===== config.mk =====
export PLATFORM = sky130hd
export DESIGN_NAME = multiplier_module
export DESIGN_NICKNAME = d
export VERILOG_FILES = /design/src/rtl/multiplier_module.sv
export SDC_FILE = /design/constraint.sdc
export NUM_CORES = 1
export LEC_CHECK = 0
export ABC_CLOCK_PERIOD_IN_PS = 5600
export BUFFER_PORTS_ARGS = -buffer_cell sky130_fd_sc_hd__buf_2
export CORE_AREA = 2 2 99 101
export DETAILED_ROUTE_END_ITERATION = 12
export DIE_AREA = 0 0 101 103
export GPL_TIMING_DRIVEN = 0
export PLACE_DENSITY_LB_ADDON = 0.08
export RECOVER_POWER = 25
export SKIP_CTS_REPAIR_TIMING = 1
export SLEW_MARGIN = 15
export SYNTH_ARGS = -nofsm -noshare
export SYNTH_HDL_FRONTEND = slang
export SYNTH_SLANG_ARGS = --single-unit

===== constraint.sdc =====
create_clock -name clk -period 5.6 [get_ports clk]
set_clock_uncertainty 0.05 [all_clocks]
set_input_delay 0.28 -clock clk [delete_from_list [all_inputs] [get_ports clk]]
set_output_delay 0.28 -clock clk [all_outputs]
set_load 0.05 [all_outputs]

===== src/rtl/multiplier_module.sv =====
// Sequential shift-and-add unsigned multiplier: BITS iterations per product,
// start/busy/ready handshake, registered 2*BITS-wide product.
module multiplier_module #(
  parameter int BITS = 16
) (
  input  logic                clk,
  input  logic                reset,
  input  logic                start,
  input  logic [BITS-1:0]     multiplicand,
  input  logic [BITS-1:0]     multiplier,
  output logic [2*BITS-1:0]   product,
  output logic [BITS-1:0]     result,
  output logic                overflow,
  output logic                busy,
  output logic                ready
);

  localparam int CW = $clog2(BITS) + 1;
  localparam logic [CW-1:0] LAST = CW'(BITS - 1);

  typedef enum logic [1:0] {IDLE, RUN, DONE} state_t;

  state_t              r_state;
  state_t              w_next;
  logic [BITS-1:0]     r_mcand;
  logic [BITS-1:0]     r_mplr;
  logic [2*BITS-1:0]   r_acc;
  logic [2*BITS-1:0]   r_product;
  logic [CW-1:0]       r_count;
  logic [BITS:0]       w_sum;
  logic [2*BITS-1:0]   w_acc_next;
  logic                w_launch;
  logic                w_last;

  // start is honoured only outside RUN, so a request mid-operation is dropped
  assign w_launch = start && (r_state != RUN);
  assign w_last   = (r_state == RUN) && (r_count == LAST);

  // carry out of the high-half add becomes the new MSB after the shift
  assign w_sum      = {1'b0, r_acc[2*BITS-1:BITS]} + (r_mplr[0] ? {1'b0, r_mcand} : '0);
  assign w_acc_next = {w_sum, r_acc[BITS-1:1]};

  always_ff @(posedge clk or posedge reset) begin
    if (reset) begin
      r_state <= IDLE;
    end else begin
      r_state <= w_next;
    end
  end

  always_comb begin
    w_next = r_state;
    case (r_state)
      IDLE:    if (start) w_next = RUN;
      RUN:     if (w_last) w_next = DONE;
      DONE:    if (start) w_next = RUN;
      default: w_next = IDLE;
    endcase
  end

  always_comb begin
    busy  = (r_state == RUN);
    ready = (r_state == DONE);
  end

  always_ff @(posedge clk or posedge reset) begin
    if (reset) begin
      r_mcand   <= '0;
      r_mplr    <= '0;
      r_acc     <= '0;
      r_count   <= '0;
      r_product <= '0;
    end else if (w_launch) begin
      r_mcand <= multiplicand;
      r_mplr  <= multiplier;
      r_acc   <= '0;
      r_count <= '0;
    end else if (r_state == RUN) begin
      r_acc   <= w_acc_next;
      r_mplr  <= r_mplr >> 1;
      r_count <= r_count + CW'(1);
      if (w_last) begin
        r_product <= w_acc_next;
      end
    end
  end

  assign product  = r_product;
  assign result   = r_product[BITS-1:0];
  assign overflow = |r_product[2*BITS-1:BITS];

endmodule


Yosys cells after proc, flatten, opt, wreduce, memory -nomap -nowiden
Index checks and enable logic that the tools add are counted.
{"block": "word_totals", "word_cells": 33, "regBits": 103, "inputBits": 35, "out_inout_bits": 51}
{"block": "classes", "n_reduce_logical": 8, "bitwise": 1, "muxes": 10, "eq_ne": 6, "n_addsub": 2}
{"op": "32-bit 2-to-1 mux", "count": 2}
{"op": "16-bit 2-to-1 mux", "count": 3}
{"op": "16-bit by 16-bit adder with 17-bit output", "count": 1}
{"op": "16-bit OR reduction", "count": 1}
{"op": "5-bit 2-to-1 mux", "count": 2}
{"op": "2-bit by 1-bit != test with 1-bit output, second input constant", "count": 3}
{"op": "5-bit by 1-bit adder with 5-bit output, second input constant", "count": 1}
{"op": "5-bit by 4-bit equality test with 1-bit output, second input constant", "count": 1}
{"op": "2-bit 2-to-1 mux", "count": 2}
{"op": "2-bit one-hot mux with 2 select lines", "count": 1}
{"op": "3-bit AND reduction", "count": 1}
{"op": "2-bit by 1-bit equality test with 1-bit output, second input constant", "count": 1}
{"op": "2-bit equality test, second input constant", "count": 1}
{"op": "1-bit logical AND", "count": 2}
{"op": "2-bit zero test", "count": 1}
{"op": "2-bit AND reduction", "count": 1}
{"op": "2-bit nonzero test", "count": 1}
{"op": "2-bit OR reduction", "count": 1}
{"op": "1-bit NOT", "count": 1}

Longest topological paths before layout
{"block": "depth", "ltp_word": 4, "depth_mapped": 10, "ltp_nobuf": 9}

Worst setup path after synthesis
OpenSTA, ideal clock, no wires.
{"block": "synth_path", "path_type": "reg-to-reg", "startpoint": "register r_mplr[0]", "endpoint": "register r_product[30], in the netlist product[30]", "synth_period_minus_slack_ns": 2.372, "n_path_buf": 1, "arrival_time_ns": 2.190, "required_time_ns": 5.418, "setup_time_ns": 0.132, "path_stages_with_launch": 10, "setup_slack_ns": 3.228, "cell_sequence": "dfrtp_1 clkbuf_1 and2_1 ha_1 a21o_1 a31o_1 a221o_1 a21oi_2 mux2i_1 o21ai_1"}
{"block": "synth_between", "elab_chain_len": 2}
{"element": "from (decl)", "line": "26", "rtl": "logic [BITS-1:0] r_mplr;"}
{"element": "from (signal assigned)", "line": "75", "rtl": "r_mplr <= multiplier;"}
{"element": "from (signal assigned)", "line": "80", "rtl": "r_mplr <= r_mplr >> 1;"}
{"element": "16-bit 2-to-1 mux", "line": "40", "rtl": "assign w_sum = {1'b0, r_acc[2*BITS-1:BITS]} + (r_mplr[0] ? {1'b0, r_mcand} : '0);"}
{"element": "16-bit by 16-bit adder with 17-bit output", "line": "40"}
{"element": "to (signal assigned)", "line": "83", "rtl": "r_product <= w_acc_next;"}
{"element": "to (decl)", "line": "28", "rtl": "logic [2*BITS-1:0] r_product;"}
No other way between the ends.
A chain may end at the register's enable or synchronous reset.

==> flow_summary.html <==
<table>
<tr><th>Metric</th><th>Value</th></tr>
<tr><th colspan="2">Yosys</th></tr>
<tr><td>Main synth FF type</td><td>sky130_fd_sc_hd__dfrtp_1</td></tr>
<tr><td>Avg Cell Area, Syn</td><td>~10 um^2</td></tr>
<tr><td>Synthesized instance count</td><td>between 400 and 500</td></tr>
<tr><td>Fraction of synthesized cell area taken by the top area cell type</td><td>roughly 51%</td></tr>
<tr><td>Leading area contributor after synthesis</td><td>sky130_fd_sc_hd__dfrtp_1</td></tr>
<tr><td>Share of async-settable or async-resettable flops after synthesis</td><td>between 90% and 100%</td></tr>
<tr><td>Main area contributors after synthesis</td><td>sky130_fd_sc_hd__dfrtp_1 (51%), sky130_fd_sc_hd__mux2_2 (7.5%), sky130_fd_sc_hd__nand2_1 (5.5%), sky130_fd_sc_hd__o21ai_0 (4.8%), sky130_fd_sc_hd__ha_1 (4.5%)</td></tr>
<tr><td>Fraction of the yosys area taken by sequential cells</td><td>between 50% and 60%</td></tr>
<tr><td>Area of the mapped netlist</td><td>~5000 um^2</td></tr>
<tr><td>Number of enable flip-flop cells after synthesis</td><td>0</td></tr>
<tr><td>Number of distinct library cell variants in the gate-level netlist after synthesis</td><td>between 40 and 50</td></tr>
<tr><td>Yosys Warn Count</td><td>0</td></tr>
<tr><td>Synth Net Count</td><td>roughly 530</td></tr>
<tr><td>Synth Register Bits</td><td>102</td></tr>
<tr><th colspan="2">Floorplan</th></tr>
<tr><td>Row count</td><td>36</td></tr>
<tr><td>Die H</td><td>a little over 100 um</td></tr>
<tr><td>IO Pins</td><td>86</td></tr>
<tr><td>Die W</td><td>between 100 and 150 um</td></tr>
<tr><td>Initial core utilization</td><td>52.5%</td></tr>
<tr><td>Total core area</td><td>9460 um^2</td></tr>
<tr><td>Die footprint</td><td>10,400 um^2</td></tr>
<tr><th colspan="2">Timing</th></tr>
<tr><td>Measured slew at the worst slew-check pin</td><td>about 2.1 ns</td></tr>
<tr><td>Accumulated negative setup slack</td><td>0 ns</td></tr>
<tr><td>Setup repair after global routing missed its margin</td><td>false</td></tr>
<tr><td>Count of endpoints failing hold in the final timing report</td><td>0</td></tr>
<tr><td>Final setup fails</td><td>0</td></tr>
<tr><td>Max Clk Rate</td><td>around 340 MHz</td></tr>
<tr><td>Relative slew margins</td><td>-38.1%</td></tr>
<tr><td>Crit share post-route</td><td>between 50% and 60%</td></tr>
<tr><td>Time the worst path needs with I/O delays and setup</td><td>2.98 ns</td></tr>
<tr><td>Final-report max-slew violation count</td><td>about 90</td></tr>
<tr><th colspan="2">Min path</th></tr>
<tr><td>Hold Startpoint</td><td>multiplicand[3]</td></tr>
<tr><td>Worst min-delay path category</td><td>primary input to flip-flop</td></tr>
<tr><td>Count of cells along the worst hold path</td><td>2</td></tr>
<tr><td>Hold path endpoint</td><td>r_mcand[3]</td></tr>
<tr><th colspan="2">CTS</th></tr>
<tr><td>Inserted Clock Buffers</td><td>9</td></tr>
<tr><td>Clk root buf</td><td>sky130_fd_sc_hd__clkbuf_8</td></tr>
<tr><td>TritonCTS sink count</td><td>around 100</td></tr>
<tr><td>Worst-skew pair later-pin latency</td><td>approximately 0.37 ns</td></tr>
<tr><td>H-Tree Depth</td><td>3</td></tr>
<tr><td>Clock Path Buffers</td><td>2</td></tr>
<tr><td>CTS tree</td><td>yes</td></tr>
<tr><td>Clock Pin Slew Worst Setup and Hold Paths</td><td>about 0.10 ns</td></tr>
<tr><th colspan="2">Worst setup path</th></tr>
<tr><td>Crit path capture type</td><td>async pin</td></tr>
<tr><td>Cell type of the slowest stage on the worst timing path</td><td>sky130_fd_sc_hd__clkbuf_2</td></tr>
<tr><td>Max Fanout on Critical Path</td><td>87</td></tr>
<tr><td>Category of the critical setup timing path</td><td>primary input to async pin</td></tr>
<tr><td>Startpoint of the worst register-to-register path</td><td>r_mplr[0]</td></tr>
<tr><td>R2r worst-path depth</td><td>9</td></tr>
<tr><td>Startpoint type of the worst setup path</td><td>primary input</td></tr>
<tr><td>Source of the critical timing path</td><td>reset</td></tr>
<tr><td>Critical path required time</td><td>5.62 ns</td></tr>
<tr><td>End of the worst register-to-register path</td><td>r_acc[31]</td></tr>
<tr><td>Data arrival time of the critical path</td><td>3.00 ns</td></tr>
<tr><td>Register-to-register path setup slack</td><td>2.63 ns</td></tr>
<tr><td>Worst stage delay on the critical path</td><td>1.58 ns</td></tr>
<tr><td>Critical Path, Cell by Cell</td><td>dlygate4sd3_1 -&gt; buf_2 -&gt; clkinvlp_2 -&gt; clkbuf_2</td></tr>
<tr><th colspan="2">Global route</th></tr>
<tr><td>Antenna violations before repair</td><td>0</td></tr>
<tr><td>Maximum number of pins on one net before global-route repair</td><td>88</td></tr>
<tr><td>Tot GR Track Use</td><td>a little over a fifth</td></tr>
<tr><td>Via count of the first global-routing pass</td><td>between 3,000 and 4,000</td></tr>
<tr><td>Global-route wire length before repair</td><td>between 15,000 and 20,000 um</td></tr>
<tr><td>Congestion Overflow GR</td><td>0</td></tr>
<tr><th colspan="2">Cells and area</th></tr>
<tr><td>Antenna Cells</td><td>0</td></tr>
<tr><td>Number of nets in the layout</td><td>630</td></tr>
<tr><td>Area growth from synthesis to layout</td><td>16.0%</td></tr>
<tr><td>Layout cell share with drive strength beyond 1</td><td>between 20% and 30%</td></tr>
<tr><td>Fill cell count</td><td>~830</td></tr>
<tr><th colspan="2">Route</th></tr>
<tr><td>Number of design-rule violations left by the first detailed-router iteration</td><td>between 150 and 200</td></tr>
<tr><td>Wire length after detailed routing</td><td>between 10,000 and 15,000 um</td></tr>
<tr><td>Routed via count divided by cell count</td><td>between 5 and 6</td></tr>
<tr><td>Via count</td><td>between 3,000 and 4,000</td></tr>
<tr><td>Number of remaining DRC errors</td><td>0</td></tr>
<tr><td>Wire length per cell after detailed routing</td><td>about 15 um</td></tr>
<tr><td>Length of the first detailed-routing pass in iterations</td><td>4</td></tr>
<tr><td>Wire length on met1</td><td>just over 5000 um</td></tr>
<tr><td>Met2 routed WL</td><td>4830 um</td></tr>
<tr><td>Met3 routed wirelength</td><td>between 500 and 600 um</td></tr>
<tr><td>Antenna-violating nets left</td><td>0</td></tr>
<tr><td>Top sig layer</td><td>met4</td></tr>
<tr><th colspan="2">Pwr</th></tr>
<tr><td>Total power of the final layout</td><td>3430 uW</td></tr>
<tr><td>Power density over the cells</td><td>around 590 nW/um^2</td></tr>
<tr><td>Max rail drop VDD</td><td>between 0.0002 and 0.00025 V</td></tr>
<tr><td>Cell leakage power</td><td>between 0.002 and 0.003 uW</td></tr>
<tr><th colspan="2">Placement</th></tr>
<tr><td>Detailed placer's ending HPWL</td><td>around 7600 um</td></tr>
<tr><td>Final weighted congestion of routability-driven global placement</td><td>0.821</td></tr>
<tr><td>Number of input and output port buffers inserted</td><td>84</td></tr>
<tr><th colspan="2">Run status</th></tr>
<tr><td>Status</td><td>finished with violations</td></tr>
<tr><td>Violated checks</td><td>max-capacitance violations, max-slew violations</td></tr>
<tr><th colspan="2">Job</th></tr>
<tr><td>Max cap viols</td><td>1</td></tr>
</table>
==> registers in the layout, indices dropped and copies added (netlist names) <==
| register | flops |
|---|---|
| r_state | 2 |
| product | 32 |
| r_mcand | 16 |
| r_count | 5 |
| r_mplr | 16 |
| r_acc | 31 |
==> final cells by class <==
| class | instances | area, um^2 | share of cell area, % |
|---|---|---|---|
| Sequential cell | 102 | 2550 | 44.3 |
| Multi-Input combinational cell | 332 | 2180 | 37.9 |
| Timing Repair Buffer | 86 | 435 | 7.56 |
| Buffer | 41 | 220 | 3.82 |
| Tap cell | 114 | 143 | 2.48 |
| Clock buffer | 10 | 128 | 2.21 |
| Clock inverter | 6 | 86.3 | 1.50 |
| Inverter | 4 | 16.3 | 0.282 |
==> metal layers <==
| layer | vias to the layer above | track usage [%] |
|---|---|---|
| met5 | - | 0 |
| met4 | 0 | 7.07 |
| met3 | 15 | 3.66 |
| met2 | 107 | 32.7 |
| met1 | 1828 | 31.0 |
| li1 | 1856 | - |
==> cells in the mapped netlist, drive strengths merged (6+ instances only) <==
cell and number:
a21o 6, a21oi 13, and2 19, buf 26, clkbuf 15, dfrtp 102
ha 18, mux2 33, mux2i 18, nand2 73, nand3 34, nor2 10
o21ai 53, xor2 7
==> cell families after synthesis <==
| kind of cell | share of synthesized area [%] |
|---|---|
| XOR/XNOR | 1.94 |
| AND/OR/NAND/NOR | 15.0 |
| multiplexers | 11.1 |
| AO/OA/AOI/OAI | 10.9 |
| buffers and inverters | 4.73 |
| adder cells (fa/ha/maj) | 4.94 |
| flip-flops | 51.4 |
==> power breakdown <==
group,total (uW),leakage [uW],switching (uW),internal [uW]
clock network,504,0.000106,253,251
registers,1230,0.00126,195,1040
logic,1690,0.00141,1110,583
==> per-stage QoR <==
stage / instance area [um^2] / setup WS (ns) / utilization, % / hold WS, ns / instances
after global placement: 5530 / 1.43 / 58.5 / 0.407 / 677
after CTS: 5780 / 2.66 / 61.1 / -0.233 / 694
after global routing: 5760 / 2.02 / 60.9 / 0.0686 / 695
final: 5760 / 2.62 / 60.9 / 0.0817 / 695
after floorplan: 4970 / 2.59 / - / 0.381 / 479
after detailed placement: 5560 / 2.68 / 58.8 / 0.169 / 678
==> critical path, delay by kind of cell <==
kind,cells,cell delay (ns)
buffers and inverters,4,2.67
==> placed cells by master (no fill, tap or decap), drive strengths merged, types with 4 or more instances in the layout <==
master,netlist,routed
mux2i,18,18
dfrtp,102,102
nand2,73,73
ha,18,18
mux2,33,33
buf,26,110
and2,19,19
o21a,4,4
o21ai,53,53
nor2,10,10
clkinv,1,4
nand4,4,4
a21o,6,6
xnor2,4,4
clkbuf,15,26
a21oi,13,13
xor2,7,7
nand3,34,34
nor4,4,4
==> worst max-delay path by stage <==
stage / to / slack, ns / depth (start not counted)
final: r_acc[25] / 2.62 / 4
after global routing: r_acc[25] / 2.02 / 4
after CTS: r_acc[31] / 2.66 / 9
after detailed placement: r_acc[31] / 2.68 / 9
after global placement: r_mplr[7] / 1.43 / 2
after floorplan: product[0] / 2.59 / 1
(Power assumes the default switching activity.)
